<file path="config.mk">
export PLATFORM = sky130hd
export DESIGN_NAME = kd_node_cfg_ctrl
export DESIGN_NICKNAME = d
export VERILOG_FILES = /design/src/rtl/kd_tree_pkg.sv /design/src/rtl/kd_cfg_rb_check.sv /design/src/rtl/kd_node_cfg_ctrl.sv
export SDC_FILE = /design/constraint.sdc
export NUM_CORES = 1
export LEC_CHECK = 0
export BUFFER_PORTS_ARGS = -buffer_cell sky130_fd_sc_hd__buf_2
export CAP_MARGIN = 10
export CORE_AREA = 2 2 299 301
export DETAILED_ROUTE_END_ITERATION = 10
export DIE_AREA = 0 0 301 303
export PLACE_DENSITY_LB_ADDON = 0.12
export REMOVE_ABC_BUFFERS = 1
export SYNTH_ARGS = -nofsm -noshare
export SYNTH_HDL_FRONTEND = slang
export SYNTH_SLANG_ARGS = --single-unit
</file>
<file path="constraint.sdc">
create_clock -name clk -period 4.27 [get_ports clk]
set_clock_uncertainty 0.05 [all_clocks]
set_input_delay 1.0675 -clock clk [delete_from_list [all_inputs] [get_ports clk]]
set_output_delay 1.0675 -clock clk [all_outputs]
set_load 0.01 [all_outputs]
</file>
<file path="src/rtl/kd_tree_pkg.sv">
// kd_tree_pkg: shared FSM encoding, index limit and node word field positions
package kd_tree_pkg;

    typedef enum logic [1:0] {ST_IDLE, ST_LOAD, ST_DRAIN, ST_DONE} state_t;

    localparam int IDX_MAX = 4;
    localparam int MED_MSB = 21;
    localparam int MED_LSB = 11;
    localparam int IDX_MSB = 2;
    localparam int IDX_LSB = 0;

endpackage

</file>
<file path="src/rtl/kd_cfg_rb_check.sv">
// kd_cfg_rb_check: delays each node write by one cycle and compares the node readback on median and index fields
module kd_cfg_rb_check
    import kd_tree_pkg::*;
#(
    parameter int NUM_NODES     = 31,
    parameter int STORAGE_WIDTH = 22
) (
    input  logic                               clk,
    input  logic                               rst_n,
    input  logic                               clr,
    input  logic [NUM_NODES-1:0]               node_wen,
    input  logic [STORAGE_WIDTH-1:0]           node_wdata,
    input  logic [NUM_NODES*STORAGE_WIDTH-1:0] node_rdata,
    output logic                               err_rb
);

    logic [NUM_NODES-1:0]       wen_d;
    logic [MED_MSB-MED_LSB:0]   med_d;
    logic [IDX_MSB-IDX_LSB:0]   idx_d;
    logic [STORAGE_WIDTH-1:0]   slice;
    logic                       mismatch;
    logic                       unused_rb;

    // The don't-care middle bits of both words never take part in the check.
    assign unused_rb = ^{node_rdata, node_wdata};

    // Remember which node was written and the fields it should now hold.
    always_ff @(posedge clk or negedge rst_n) begin
        if (!rst_n) begin
            wen_d <= '0;
            med_d <= '0;
            idx_d <= '0;
        end else begin
            wen_d <= node_wen;
            med_d <= node_wdata[MED_MSB:MED_LSB];
            idx_d <= node_wdata[IDX_MSB:IDX_LSB];
        end
    end

    // Compare the readback of the node written one cycle earlier.
    always_comb begin
        mismatch = 1'b0;
        slice    = '0;
        for (int k = 0; k < NUM_NODES; k++) begin
            slice = node_rdata[k*STORAGE_WIDTH +: STORAGE_WIDTH];
            if (wen_d[k] && (slice[MED_MSB:MED_LSB] != med_d || slice[IDX_MSB:IDX_LSB] != idx_d))
                mismatch = 1'b1;
        end
    end

    // Sticky mismatch flag, cleared when a new load begins.
    always_ff @(posedge clk or negedge rst_n) begin
        if (!rst_n) err_rb <= 1'b0;
        else        err_rb <= clr ? 1'b0 : (err_rb | mismatch);
    end

endmodule

</file>
<file path="src/rtl/kd_node_cfg_ctrl.sv">
// kd_node_cfg_ctrl: loads NUM_NODES kd-tree node words in order; readback checking enabled by KD_NODE_CFG_READBACK_EN
module kd_node_cfg_ctrl
    import kd_tree_pkg::*;
#(
    parameter int NUM_NODES     = 31,
    parameter int STORAGE_WIDTH = 22,
    parameter int ADDR_W        = 5
) (
    input  logic                               clk,
    input  logic                               rst_n,
    input  logic                               start,
    input  logic                               cfg_valid,
    output logic                               cfg_ready,
    input  logic [STORAGE_WIDTH-1:0]           cfg_data,
    output logic [NUM_NODES-1:0]               node_wen,
    output logic [STORAGE_WIDTH-1:0]           node_wdata,
    input  logic [NUM_NODES*STORAGE_WIDTH-1:0] node_rdata,
    output logic                               busy,
    output logic                               done,
    output logic                               err_idx,
    output logic                               err_rb
);

    localparam logic [ADDR_W-1:0] LAST = ADDR_W'(NUM_NODES - 1);

    state_t            state, state_nxt;
    logic [ADDR_W-1:0] cnt;
    logic              drain;
    logic              accept;
    logic              restart;

    assign accept  = cfg_valid & cfg_ready;
    assign restart = start & (state == ST_IDLE || state == ST_DONE);

    // State register.
    always_ff @(posedge clk or negedge rst_n) begin
        if (!rst_n) state <= ST_IDLE;
        else        state <= state_nxt;
    end

    // Next state: DRAIN holds two cycles so the last write and its readback settle.
    always_comb begin
        state_nxt = state;
        case (state)
            ST_IDLE:  state_nxt = start ? ST_LOAD : ST_IDLE;
            ST_LOAD:  state_nxt = (accept && cnt == LAST) ? ST_DRAIN : ST_LOAD;
            ST_DRAIN: state_nxt = drain ? ST_DONE : ST_DRAIN;
            ST_DONE:  state_nxt = start ? ST_LOAD : ST_DONE;
            default:  state_nxt = ST_IDLE;
        endcase
    end

    // State-decoded handshake and status outputs.
    always_comb begin
        cfg_ready = (state == ST_LOAD);
        busy      = (state == ST_LOAD) || (state == ST_DRAIN);
        done      = (state == ST_DONE);
    end

    // Node counter holds at the last node, drain cycle toggle, sticky index error.
    always_ff @(posedge clk or negedge rst_n) begin
        if (!rst_n) begin
            cnt     <= '0;
            drain   <= 1'b0;
            err_idx <= 1'b0;
        end else begin
            cnt     <= restart ? '0 : (accept && cnt != LAST) ? cnt + 1'b1 : cnt;
            drain   <= (state == ST_DRAIN) ? ~drain : 1'b0;
            err_idx <= restart ? 1'b0 : (accept && cfg_data[IDX_MSB:IDX_LSB] > 3'(IDX_MAX)) ? 1'b1 : err_idx;
        end
    end

    // One-cycle write strobe to the addressed node with the accepted word.
    always_ff @(posedge clk or negedge rst_n) begin
        if (!rst_n) begin
            node_wen   <= '0;
            node_wdata <= '0;
        end else begin
            node_wen   <= accept ? (NUM_NODES'(1) << cnt) : '0;
            node_wdata <= accept ? cfg_data : node_wdata;
        end
    end

`ifdef KD_NODE_CFG_READBACK_EN
    kd_cfg_rb_check #(
        .NUM_NODES     (NUM_NODES),
        .STORAGE_WIDTH (STORAGE_WIDTH)
    ) u_rb_check (
        .clk        (clk),
        .rst_n      (rst_n),
        .clr        (restart),
        .node_wen   (node_wen),
        .node_wdata (node_wdata),
        .node_rdata (node_rdata),
        .err_rb     (err_rb)
    );
`else
    logic unused_rdata;
    assign unused_rdata = ^node_rdata;
    assign err_rb       = 1'b0;
`endif

endmodule

</file>
==> impl_results.md <==
* Die Ht at 303 µm
* PortBufs at 82
* Simple-gate portion of the synthesized area at 0.1162
* Compound-Gate Fraction of Synth Area at 0.04497
* Hold Crit Start: drain
* Final hold vios at 0
* Via count at 1771
* Initial antenna violation count at 1
* Final #Nets at 992
* Flop2flop setup slack at 2.24 ns
* Cells after DPL at 1428
* Mux contribution to synthesized area at 0.1258
* Yosys reg bits at 62
* Cts bufs inserted at 9
* Post-CTS Setup Repair Bufs at 0
* Mapped Cells at 186
* Outcome: finished, final reports clean
* Fillers at 10360
* WL/cell at 8.316 µm
* Total gr overflow at 0
* TritonCTS clock tree: done
* CP required at 3.15 ns
* H-tree depth at 3
* Sink Count at 62
* Hold Path Class: reg -> reg
* Row count at 109
* Fin area at 4606 µm²
* Final setup TNS at 0 ns
* Final min period at 2.456 ns
* Detailed Place HPWL at 9460 µm
* I/O pin count at 766
* Relative slew slack at 0.3523
* Die area at 91200 µm²
* Power consumption at 2.269 mW
* Vias in the first global route at 1924
* Final non-filler cell total at 1444
* Die X at 301 µm
* Post-Route WL at 12010 µm
* Hold_buf cts at 0
* Synth Warn # at 0
* Worst r2r path cells at 6
* Post-Syn Area at 2476 µm²
* Crit path launch type: flip-flop
* Diode count at 0
* R2R Path End: node_wen[26]
* Crit-path slowest cell: dfrtp_1
* Vias/cell at 1.226
* Placed Area at 4300 µm²
* Antenna viol nets, final at 0
* Post-synth ARST share at 1.000
* Placer Congestion at 0.5919
* Final period utilization at 0.5752
* RSZ-0062 raised after global routing: false
* Post-synth EDFFs at 0
* Area growth from synthesis to layout at 86.00%
* DRC violations left at 0
* Initial core utilization at 0.02815
* Post-cts sizing count at 0
* Yosys cell types at 33
* Layout cells sized above 1 at 0.4444
* Core area at 87970 µm²
* Avg Synthesized Cell Area at 13.31 µm²
* Iteration-0 DRC Markers at 98
* DRT Pass-1 Iters at 4
* Main combinational cell family by area after synthesis: multiplexers
* Crit path arrival time at 1.34 ns
* Clk_lat worst skew at 0.36 ns
* All-Layer GR Usage at 0.02773
* Post-synthesis adder-cell area fraction at 0.05053
* Hold Path Sink: drain
* Register clock-pin slew on the reported worst setup and hold paths at 0.06 ns
* Crit end category: primary output
* Hold path depth at 1
* Critical path class: reg -> out
* Slew at the pin with the worst max-slew slack at 0.9715 ns
* Synth Area in XOR/XNOR at 0
* Critical Path Max Stage Delay at 0.40 ns
* Root buffer cell: clkbuf_16
* Wire length of the first global-routing pass at 16440 µm
* Largest net degree at the start of global routing at 63
* Crit path cell chain: inv_1 -> ha_1 -> buf_2
* Max cap viols at 0
* Final setup violation count at 0
* Top FF cell, synth: dfrtp_1
* VDD IR-drop max at 0.2069 mV
* Fmax achieved at 407.1 MHz
* Crit-path max FO at 6
* Pwr/cell area at 492.6 nW/µm²
* Fin. max-slew vios at 0
* Seq/Total Area, Yosys at 0.6266
* Worst r2r src: state[1]
* Clk buf depth at 2
* Leakage Power at 1.704 nW
[synth_stat cells, types with 2 or more instances]
cell	count	share of area
a211oi_1	2	0.0061
inv_1	7	0.011
nor2_1	28	0.042
mux2_4	17	0.10
nand3_1	2	0.0040
o21ai_0	3	0.0061
nor3_1	4	0.0081
buf_4	2	0.0061
o31ai_1	2	0.0061
buf_2	2	0.0040
mux2_2	5	0.023
nand2b_1	6	0.015
nand2_1	10	0.015
a21oi_1	4	0.0081
ha_1	10	0.051
buf_6	3	0.014
dfrtp_1	62	0.63
or3_1	2	0.0051
[registers in the layout, indices dropped and copies added, names as in the netlist]
signal,cells
node_wen,31
node_wdata,22
cnt,5
state,2
drain,1
err_idx,1
[final cells by class]
| type | count | area (µm²) | area share |
|---|---|---|---|
| multi-input combinational | 110 | 839.6 | 0.1823 |
| inverter | 7 | 26.28 | 0.005705 |
| sequential | 62 | 1551 | 0.3369 |
| timing repair buffer | 84 | 425.4 | 0.09237 |
| clock buffer | 9 | 225.2 | 0.04890 |
| tap | 1165 | 1458 | 0.3165 |
| clock inverter | 7 | 80.08 | 0.01739 |
[how the worst max path moves through the flow]
stage                     startpoint            end  depth (start not counted)
final                       state[1]      cfg_ready                          3
after floorplan            cfg_valid  node_wdata[7]                          2
after CTS                   state[1]      cfg_ready                          3
after global placement     cfg_valid   node_wen[26]                          5
after detailed placement   cfg_valid   node_wen[26]                          5
after global routing        state[1]      cfg_ready                          3
[worst max-delay path: cells and delay by family (launching register included)]
family	cells	cell delay [ns]
flops	1	0.40
buf+inv	2	0.30
fa+ha+maj	1	0.29
[routing by layer]
layer | part of all wire | vias up | track usage
li1 | - | 802 | -
met5 | 0.0011 | - | 0
met2 | 0.50 | 42 | 0.04302
met3 | 0.047 | 16 | 0.01024
met1 | 0.42 | 909 | 0.03167
met4 | 0.030 | 2 | 0.01919
[logic make-up after synthesis]
kind of cell	count (synthesis)
AO/OA/AOI/OAI	17
adder cells (fa/ha/maj)	10
buffers and inverters	14
flip-flops	62
multiplexers	22
other	1
AND/OR/NAND/NOR	60
[power by group]
group	internal, mW	switching (mW)
clock network	0.461	0.344
logic	0.287	0.372
registers	0.717	0.0882
[placed cells by master, fill, tap and decap left out, types with 2 or more instances in the layout]
cell type	count
dfrtp_1	62
ha_1	10
nand2_1	10
nand2b_1	6
buf_4	2
nor3_1	4
a211oi_1	2
o21ai_0	3
buf_2	82
nor2_1	28
o31ai_1	2
a21oi_1	4
mux2_4	17
or3_1	2
clkbuf_16	9
mux2_2	5
inv_6	2
nand3_1	2
inv_1	7
[stage by stage]
step           hold slack, ns     util  setup WS, ns
4_1_cts                0.3846  0.05236         1.719
3_3_place_gp           0.3754  0.04889         1.736
6_report               0.3836  0.05236         1.814
3_5_place_dp           0.3761  0.04889         1.740
5_1_grt                0.4040  0.05236         1.686
2_1_floorplan          0.3532        -         1.815
Note: power is estimated with default switching activity, not from simulation.
